===== src/rtl/dmem_port_arbiter.sv =====
// ---------------------------------------------------------------------------
// dmem_port_arbiter
//
// Shares one single-port, 4-lane (4 x 8-bit) data memory between instruction
// fetch (IF) and the memory stage (DM). One access is in flight at a time.
// A half or word access that crosses a row boundary is split into two row
// beats. Write data is rotated onto the correct byte lanes and each beat gets
// its own byte enables. Read data is returned zero-extended; sign extension is
// done later, in writeback.
//
// Access sequence: IDLE -> B0 -> (split ? B1 : WT); B1 -> WT; WT -> RSP -> IDLE
//
// Ports
//   clk, rst        system clock; synchronous active-high reset
//   if_req/if_addr  IF word-read request, held until if_gnt
//   if_gnt          IF request accepted this cycle (only in IDLE)
//   if_rvalid       one-cycle pulse, if_rdata holds the fetched word
//   dm_req/dm_we/dm_size/dm_addr/dm_wdata
//                   DM load/store request, held until dm_gnt
//                   size 00 byte, 01 half, 10/11 word; wdata right-justified
//   dm_gnt          DM request accepted this cycle (only in IDLE)
//   dm_rvalid       one-cycle pulse, load data valid / store complete
//   dm_rdata        zero-extended load data, held between responses
//   mem_en/mem_we   row access strobe and byte-enabled write strobe
//   mem_row         row address (byte address without the lane bits)
//   mem_be          byte-lane enables, bit i = lane i
//   mem_wdata       lane-aligned write data
//   mem_rdata       row read data, valid the cycle after a read beat
// ---------------------------------------------------------------------------
module dmem_port_arbiter #(
  parameter int ADDR_W     = 18,
  parameter int MAX_STARVE = 4
) (
  input  logic              clk,
  input  logic              rst,
  input  logic              if_req,
  input  logic [ADDR_W-1:0] if_addr,
  output logic              if_gnt,
  output logic              if_rvalid,
  output logic [31:0]       if_rdata,
  input  logic              dm_req,
  input  logic              dm_we,
  input  logic [1:0]        dm_size,
  input  logic [ADDR_W-1:0] dm_addr,
  input  logic [31:0]       dm_wdata,
  output logic              dm_gnt,
  output logic              dm_rvalid,
  output logic [31:0]       dm_rdata,
  output logic              mem_en,
  output logic              mem_we,
  output logic [ADDR_W-3:0] mem_row,
  output logic [3:0]        mem_be,
  output logic [31:0]       mem_wdata,
  input  logic [31:0]       mem_rdata
);

  localparam int ROW_W = ADDR_W - 2;
  localparam int SW    = $clog2(MAX_STARVE + 1);

  typedef enum logic [2:0] {
    IDLE,
    B0,
    B1,
    WT,
    RSP
  } state_t;

  state_t state;
  state_t state_nx;

  // Consecutive IDLE cycles in which IF asked and lost
  logic [SW-1:0] starve;

  // Captured request of the access in flight
  logic [ADDR_W-1:0] cap_addr;
  logic              cap_we;
  logic [1:0]        cap_size;
  logic              cap_dm;
  logic [31:0]       cap_wdata;

  // Low row of a split read, held until the high row arrives
  logic [31:0] lo_q;

  logic [31:0] if_rdata_q;
  logic [31:0] dm_rdata_q;

  logic             idle;
  logic             starved;
  logic             if_win;
  logic [1:0]       off;
  logic [3:0]       mask;
  logic [7:0]       m8;
  logic             split;
  logic [ROW_W-1:0] row0;
  logic [ROW_W-1:0] row1;
  logic [31:0]      wdata_rot;
  logic [63:0]      rd64;
  logic [31:0]      rd_shift;
  logic [31:0]      rd_final;

  // Arbitration. DM normally wins; IF wins only once it has lost MAX_STARVE
  // times in a row. Grants are suppressed during reset so that no requester
  // drops its request believing it was accepted.
  always_comb begin
    starved = (starve == SW'(MAX_STARVE));
    idle    = (state == IDLE) && !rst;
    if_win  = if_req && (!dm_req || starved);
    if_gnt  = idle && if_win;
    dm_gnt  = idle && dm_req && !if_win;
  end

  // Access geometry derived from the captured request. m8 spans two rows;
  // any enable landing in the upper nibble means the access needs a second beat.
  always_comb begin
    off = cap_addr[1:0];
    case (cap_size)
      2'b00:   mask = 4'b0001;
      2'b01:   mask = 4'b0011;
      default: mask = 4'b1111;
    endcase
    m8    = {4'b0000, mask} << off;
    split = |m8[7:4];
    row0  = cap_addr[ADDR_W-1:2];
    row1  = row0 + ROW_W'(1);
    case (off)
      2'd0:    wdata_rot = cap_wdata;
      2'd1:    wdata_rot = {cap_wdata[23:0], cap_wdata[31:24]};
      2'd2:    wdata_rot = {cap_wdata[15:0], cap_wdata[31:16]};
      default: wdata_rot = {cap_wdata[7:0],  cap_wdata[31:8]};
    endcase
  end

  // Read data assembly, evaluated in WT when the last row is on mem_rdata.
  // The two rows are concatenated, shifted down by the byte offset and the
  // bytes beyond the access size are cleared.
  always_comb begin
    rd64     = split ? {mem_rdata, lo_q} : {32'h0000_0000, mem_rdata};
    rd_shift = 32'(rd64 >> {off, 3'b000});
    case (cap_size)
      2'b00:   rd_final = {24'h00_0000, rd_shift[7:0]};
      2'b01:   rd_final = {16'h0000, rd_shift[15:0]};
      default: rd_final = rd_shift;
    endcase
  end

  // Next state and memory-side outputs. The memory is only driven in the
  // two beat states; everything else leaves the interface quiet.
  always_comb begin
    state_nx  = state;
    mem_en    = 1'b0;
    mem_we    = 1'b0;
    mem_row   = '0;
    mem_be    = 4'b0000;
    mem_wdata = 32'h0000_0000;
    case (state)
      IDLE: begin
        if (if_gnt || dm_gnt) begin
          state_nx = B0;
        end
      end
      B0: begin
        mem_en    = 1'b1;
        mem_we    = cap_we;
        mem_row   = row0;
        mem_be    = m8[3:0];
        mem_wdata = wdata_rot;
        state_nx  = split ? B1 : WT;
      end
      B1: begin
        mem_en    = 1'b1;
        mem_we    = cap_we;
        mem_row   = row1;
        mem_be    = m8[7:4];
        mem_wdata = wdata_rot;
        state_nx  = WT;
      end
      WT: begin
        state_nx = RSP;
      end
      RSP: begin
        state_nx = IDLE;
      end
      default: begin
        state_nx = IDLE;
      end
    endcase
  end

  // Response strobes come straight from the state; reset masks them so an
  // aborted access never signals completion.
  assign if_rvalid = (state == RSP) && !cap_dm && !rst;
  assign dm_rvalid = (state == RSP) &&  cap_dm && !rst;
  assign if_rdata  = if_rdata_q;
  assign dm_rdata  = dm_rdata_q;

  // State register, starvation counter, request capture and read-data
  // registers. Read data is written once, at the end of WT, and then held
  // so the port keeps its last value until the next load completes.
  always_ff @(posedge clk) begin
    if (rst) begin
      state      <= IDLE;
      starve     <= '0;
      cap_addr   <= '0;
      cap_we     <= 1'b0;
      cap_size   <= 2'b00;
      cap_dm     <= 1'b0;
      cap_wdata  <= 32'h0000_0000;
      lo_q       <= 32'h0000_0000;
      if_rdata_q <= 32'h0000_0000;
      dm_rdata_q <= 32'h0000_0000;
    end else begin
      state <= state_nx;

      if (state == IDLE) begin
        if (if_gnt) begin
          starve <= '0;
        end else if (if_req && !starved) begin
          starve <= starve + SW'(1);
        end
      end

      if (dm_gnt) begin
        cap_addr  <= dm_addr;
        cap_we    <= dm_we;
        cap_size  <= dm_size;
        cap_dm    <= 1'b1;
        cap_wdata <= dm_wdata;
      end else if (if_gnt) begin
        cap_addr  <= if_addr;
        cap_we    <= 1'b0;
        cap_size  <= 2'b10;
        cap_dm    <= 1'b0;
        cap_wdata <= 32'h0000_0000;
      end

      if (state == B1) begin
        lo_q <= mem_rdata;
      end

      if ((state == WT) && !cap_we) begin
        if (cap_dm) begin
          dm_rdata_q <= rd_final;
        end else begin
          if_rdata_q <= rd_final;
        end
      end
    end
  end

endmodule

===== config.mk =====
export PLATFORM = sky130hd
export DESIGN_NAME = dmem_port_arbiter
export DESIGN_NICKNAME = d
export VERILOG_FILES = /design/src/rtl/dmem_port_arbiter.sv
export SDC_FILE = /design/constraint.sdc
export NUM_CORES = 1
export LEC_CHECK = 0
export CAP_MARGIN = 15
export CORE_ASPECT_RATIO = 0.6
export CORE_MARGIN = 2
export CORE_UTILIZATION = 30
export DETAILED_ROUTE_END_ITERATION = 6
export PLACE_DENSITY = 0.54
export SETUP_SLACK_MARGIN = 0.05
export SYNTH_ARGS = -nofsm -noshare
export SYNTH_HDL_FRONTEND = slang
export SYNTH_SLANG_ARGS = --single-unit

===== constraint.sdc =====
create_clock -name clk -period 5.1 [get_ports clk]
set_input_delay 0.765 -clock clk [delete_from_list [all_inputs] [get_ports clk]]
set_output_delay 0.765 -clock clk [all_outputs]
set_load 0.01 [all_outputs]

==> flow_metrics.py <==
metrics = {
    "cts": {
        "h-tree-depth": 4,
        "cts_made_buffers": 17,
        "insertion_delay_ns": 0.43,
        "cts_setup_buffers": 0,
        "clkTransAtPathRegs_ns": 0.07,
        "cts-root-buf": "clkbuf_16",
        "clock_sinks": 148,
        "clk_path_buf_depth": 2,
        "cts_resized": 0,
        "cts_tree": "done",
        "cts.hold.buffers_added": 0,
    },
    "sta": {
        "period_minus_slack_ns": 3.81,
        "fmax_mhz": 262,
        "worst_pin_slew_ns": 1.14,
        "tns_ns": 0,
        "relSlewSlack_pct": 24.1,
        "rsz0062_at_grt": "no",
        "setup_violations": 0,
        "drv_slew": 0,
        "fin_crit_sh_pct": 74.7,
        "clock_skew_ns": 0.00936,
        "final-hold-violation-count": 0,
    },
    "detailed_routing": {
        "ant_nets": 0,
        "routed_via_density": 5.20,
        "routed_wl_um": 29200,
        "wl_per_cell_um": 19.1,
        "drtIter0Drc": 710,
        "firstDrtPassIters": 7,
        "vias": 7933,
        "drcViolationCount": 0,
    },
    "power_and_ir_drop": {
        "ir_drop_uv": 174,
        "p_leak_nw": 3.69,
        "switchingPower_mw": 1.72,
        "power.share.clock_pct": 29.5,
        "cell_internal_pwr_mw": 2.84,
        "p_per_area_mw_per_mm2": 402,
        "p_comb_share_pct": 36.9,
        "seq_power_share_pct": 33.6,
        "p_total_mw": 4.56,
        "swShare_pct": 37.7,
    },
    "global_routing": {
        "grt_pass1_vias": 7250,
        "antenna_found_initial": 3,
        "grt-ovfl-total": 0,
        "grt_pass1_wl_um": 44200,
        "grt_max_degree": 91,
        "track_usage_pct": 19.9,
    },
    "final_layout": {
        "fin_nets": 1256,
        "drive_gt1_share_pct": 11.3,
        "instances_no_fill": 1527,
        "finish.instance_area_mm2": 0.0113,
        "post-route-util_pct": 41.5,
        "syn_to_final_growth_pct": 36.8,
        "nFillCells": 2741,
    },
    "placed_design": {
        "placed_area_mm2": 0.0107,
        "hpwl_um": 20400,
        "gp_congestion": 0.819,
        "portBuffers": 228,
        "placedCellCount": 1494,
    },
    "critical_path": {
        "arrival_ns": 3.04,
        "cpMaxStageDelayCell": "clkdlybuf4s50_1",
        "crit_chain": "nor2_1, and2_1, buf_4, a21oi_1, o21ai_0, clkdlybuf4s50_1",
        "end_kind": "primary output",
        "critical_path.top_delay_family": "buffers and inverters",
        "slowest_delay_ns": 0.58,
        "crit_start": "state[2]$_SDFFE_PP0P_",
        "cp.required_ns": 4.34,
        "cp_max_fo": 25,
        "crit_path_start_kind": "flip-flop",
        "path_class": "flip-flop to primary output",
        "crit_buf_inv": 2,
        "regToRegStartpoint": "cap_addr[0]$_SDFFE_PP0P_",
    },
    "synthesis": {
        "synth_edf_count": 0,
        "yosys.area_share.simple_pct": 24.2,
        "synth-compound-area-share_pct": 17.5,
        "netlist.area_leader.share_pct": 35.7,
        "synth_fa_ha_area_share_pct": 0.453,
        "syn_area_mm2": 0.00829,
        "synthMuxAreaShare_pct": 15.8,
        "synth-xor-area-share_pct": 0.634,
        "synth_seq_cells": 148,
        "synth.avg_cell_area_um2": 8.50,
        "async_reset_ff_share_pct": 0,
        "yosys-top-cells-area": "dfxtp_1 (36%), mux4_2 (14%), nand2_1 (6.9%)",
        "ys_seq_area_share_pct": 35.7,
        "yosysWarnings": 0,
        "syn_inst": 975,
        "synth-main-ff-cell": "dfxtp_1",
        "synth_top_family_by_area": "simple AND/OR/NAND/NOR gates",
        "syn_nets": 1085,
        "yosysTopAreaCell": "dfxtp_1",
        "yosysMostFrequentCell": "nand2_1",
        "yosys-top-cells-count": "nand2_1 (153), dfxtp_1 (148), nor2_1 (111)",
        "ys_types": 54,
    },
    "die": {
        "initial_core_util_pct": 30.3,
        "die_h_um": 133,
        "core_area_mm2": 0.0273,
        "placementRows": 47,
        "ios": 229,
        "die-area_mm2": 0.0290,
        "chipWidth_um": 219,
    },
    "run": {
        "drv_cap": 0,
    },
    "hold_path": {
        "hold_start": "lo_q[13]$_SDFFE_PP0P_",
        "min_path_type": "flip-flop to flip-flop",
    },
    "status": {
        "status": "finished, final reports clean",
    },
}
==> worst paths after layout <==
kind                               endpoint  slack (ns)  depth (start not counted)
setup reg to reg  if_rdata[11]$_SDFFE_PP0P_        2.50                          6
setup / recovery                  mem_be[1]        1.29                          6
hold / removal        lo_q[13]$_SDFFE_PP0P_        0.45                          2
hold reg to reg       lo_q[13]$_SDFFE_PP0P_        0.45                          2
==> layer usage <==
layer,wire length (um),up-vias,global-route usage (%)
met5,30,-,0
met4,212,4,3.55
met1,14700,3805,30.9
met3,2040,22,5.26
met2,12300,272,27.3
li1,-,3830,-
==> state kept, by name, indices dropped and copies added (netlist names) <==
signal / cells
cap_wdata: 32
dm_rdata: 32
if_rdata: 32
lo_q: 24
cap_addr: 18
starve: 3
state: 3
cap_size: 2
cap_dm: 1
cap_we: 1
==> kinds of logic (layout without fill, tap and decap cells) <==
group | after synthesis | count (layout)
fa+ha+maj | 3 | 3
simple gates | 420 | 420
xor+xnor | 6 | 6
mux | 67 | 67
other cells | 0 | 1
compound gates | 230 | 230
buf+inv | 101 | 285
flops | 148 | 148
==> power groups by stage <==
stage / Combinational (mW) / Sequential [mW] / Clock (mW)
2_1_floorplan: 1.22 / 1.43 / 0
5_1_grt: 1.84 / 1.56 / 1.42
3_3_place_gp: 1.67 / 1.55 / 0
3_5_place_dp: 1.68 / 1.55 / 0
4_1_cts: 1.69 / 1.53 / 1.36
6_report: 1.69 / 1.53 / 1.34
==> worst register-to-register path: stages (launching register included) <==
cell and delay, ns:
dfxtp_4 0.72, buf_4 0.57, a21oi_1 0.33, nand2_1 0.18
nand3_1 0.09, a31oi_1 0.41, a211oi_1 0.14
==> area by class of cell <==
type                       count  area [um2]  share of cell area [%]
inverter                      10        37.5                   0.331
clock inverter                14         175                    1.54
antenna                        1        2.50                  0.0221
sequential                   148        2970                    26.2
multi-input combinational    726        4870                    42.9
tap                          367         459                    4.05
clock buffer                  18         439                    3.87
timing repair buffer         243        2390                    21.1
==> cells in the final DEF, fill, tap and decap left out, types with 8 or more instances in the layout <==
| cell type | instances |
|---|---|
| nand2_1 | 153 |
| nand3b_1 | 29 |
| a31oi_1 | 11 |
| nor2_1 | 111 |
| inv_1 | 8 |
| a211oi_1 | 35 |
| nand3_1 | 14 |
| a21oi_1 | 63 |
| mux4_2 | 50 |
| dfxtp_1 | 146 |
| clkdlybuf4s50_1 | 227 |
| a22oi_1 | 34 |
| o21ai_0 | 59 |
| nor3_1 | 27 |
| nor2b_1 | 36 |
| and2_1 | 15 |
| mux2_2 | 11 |
| clkbuf_16 | 17 |
| buf_4 | 16 |
==> metrics by stage <==
step / hold slack, ns / setup slack, ns
floorplan: 0.433 / 2.70
global placement: 0.439 / 1.50
detailed placement: 0.447 / 1.41
CTS: 0.456 / 1.24
global route: 0.468 / 1.09
finish: 0.454 / 1.29
Note: power is estimated with default switching activity, not from simulation.
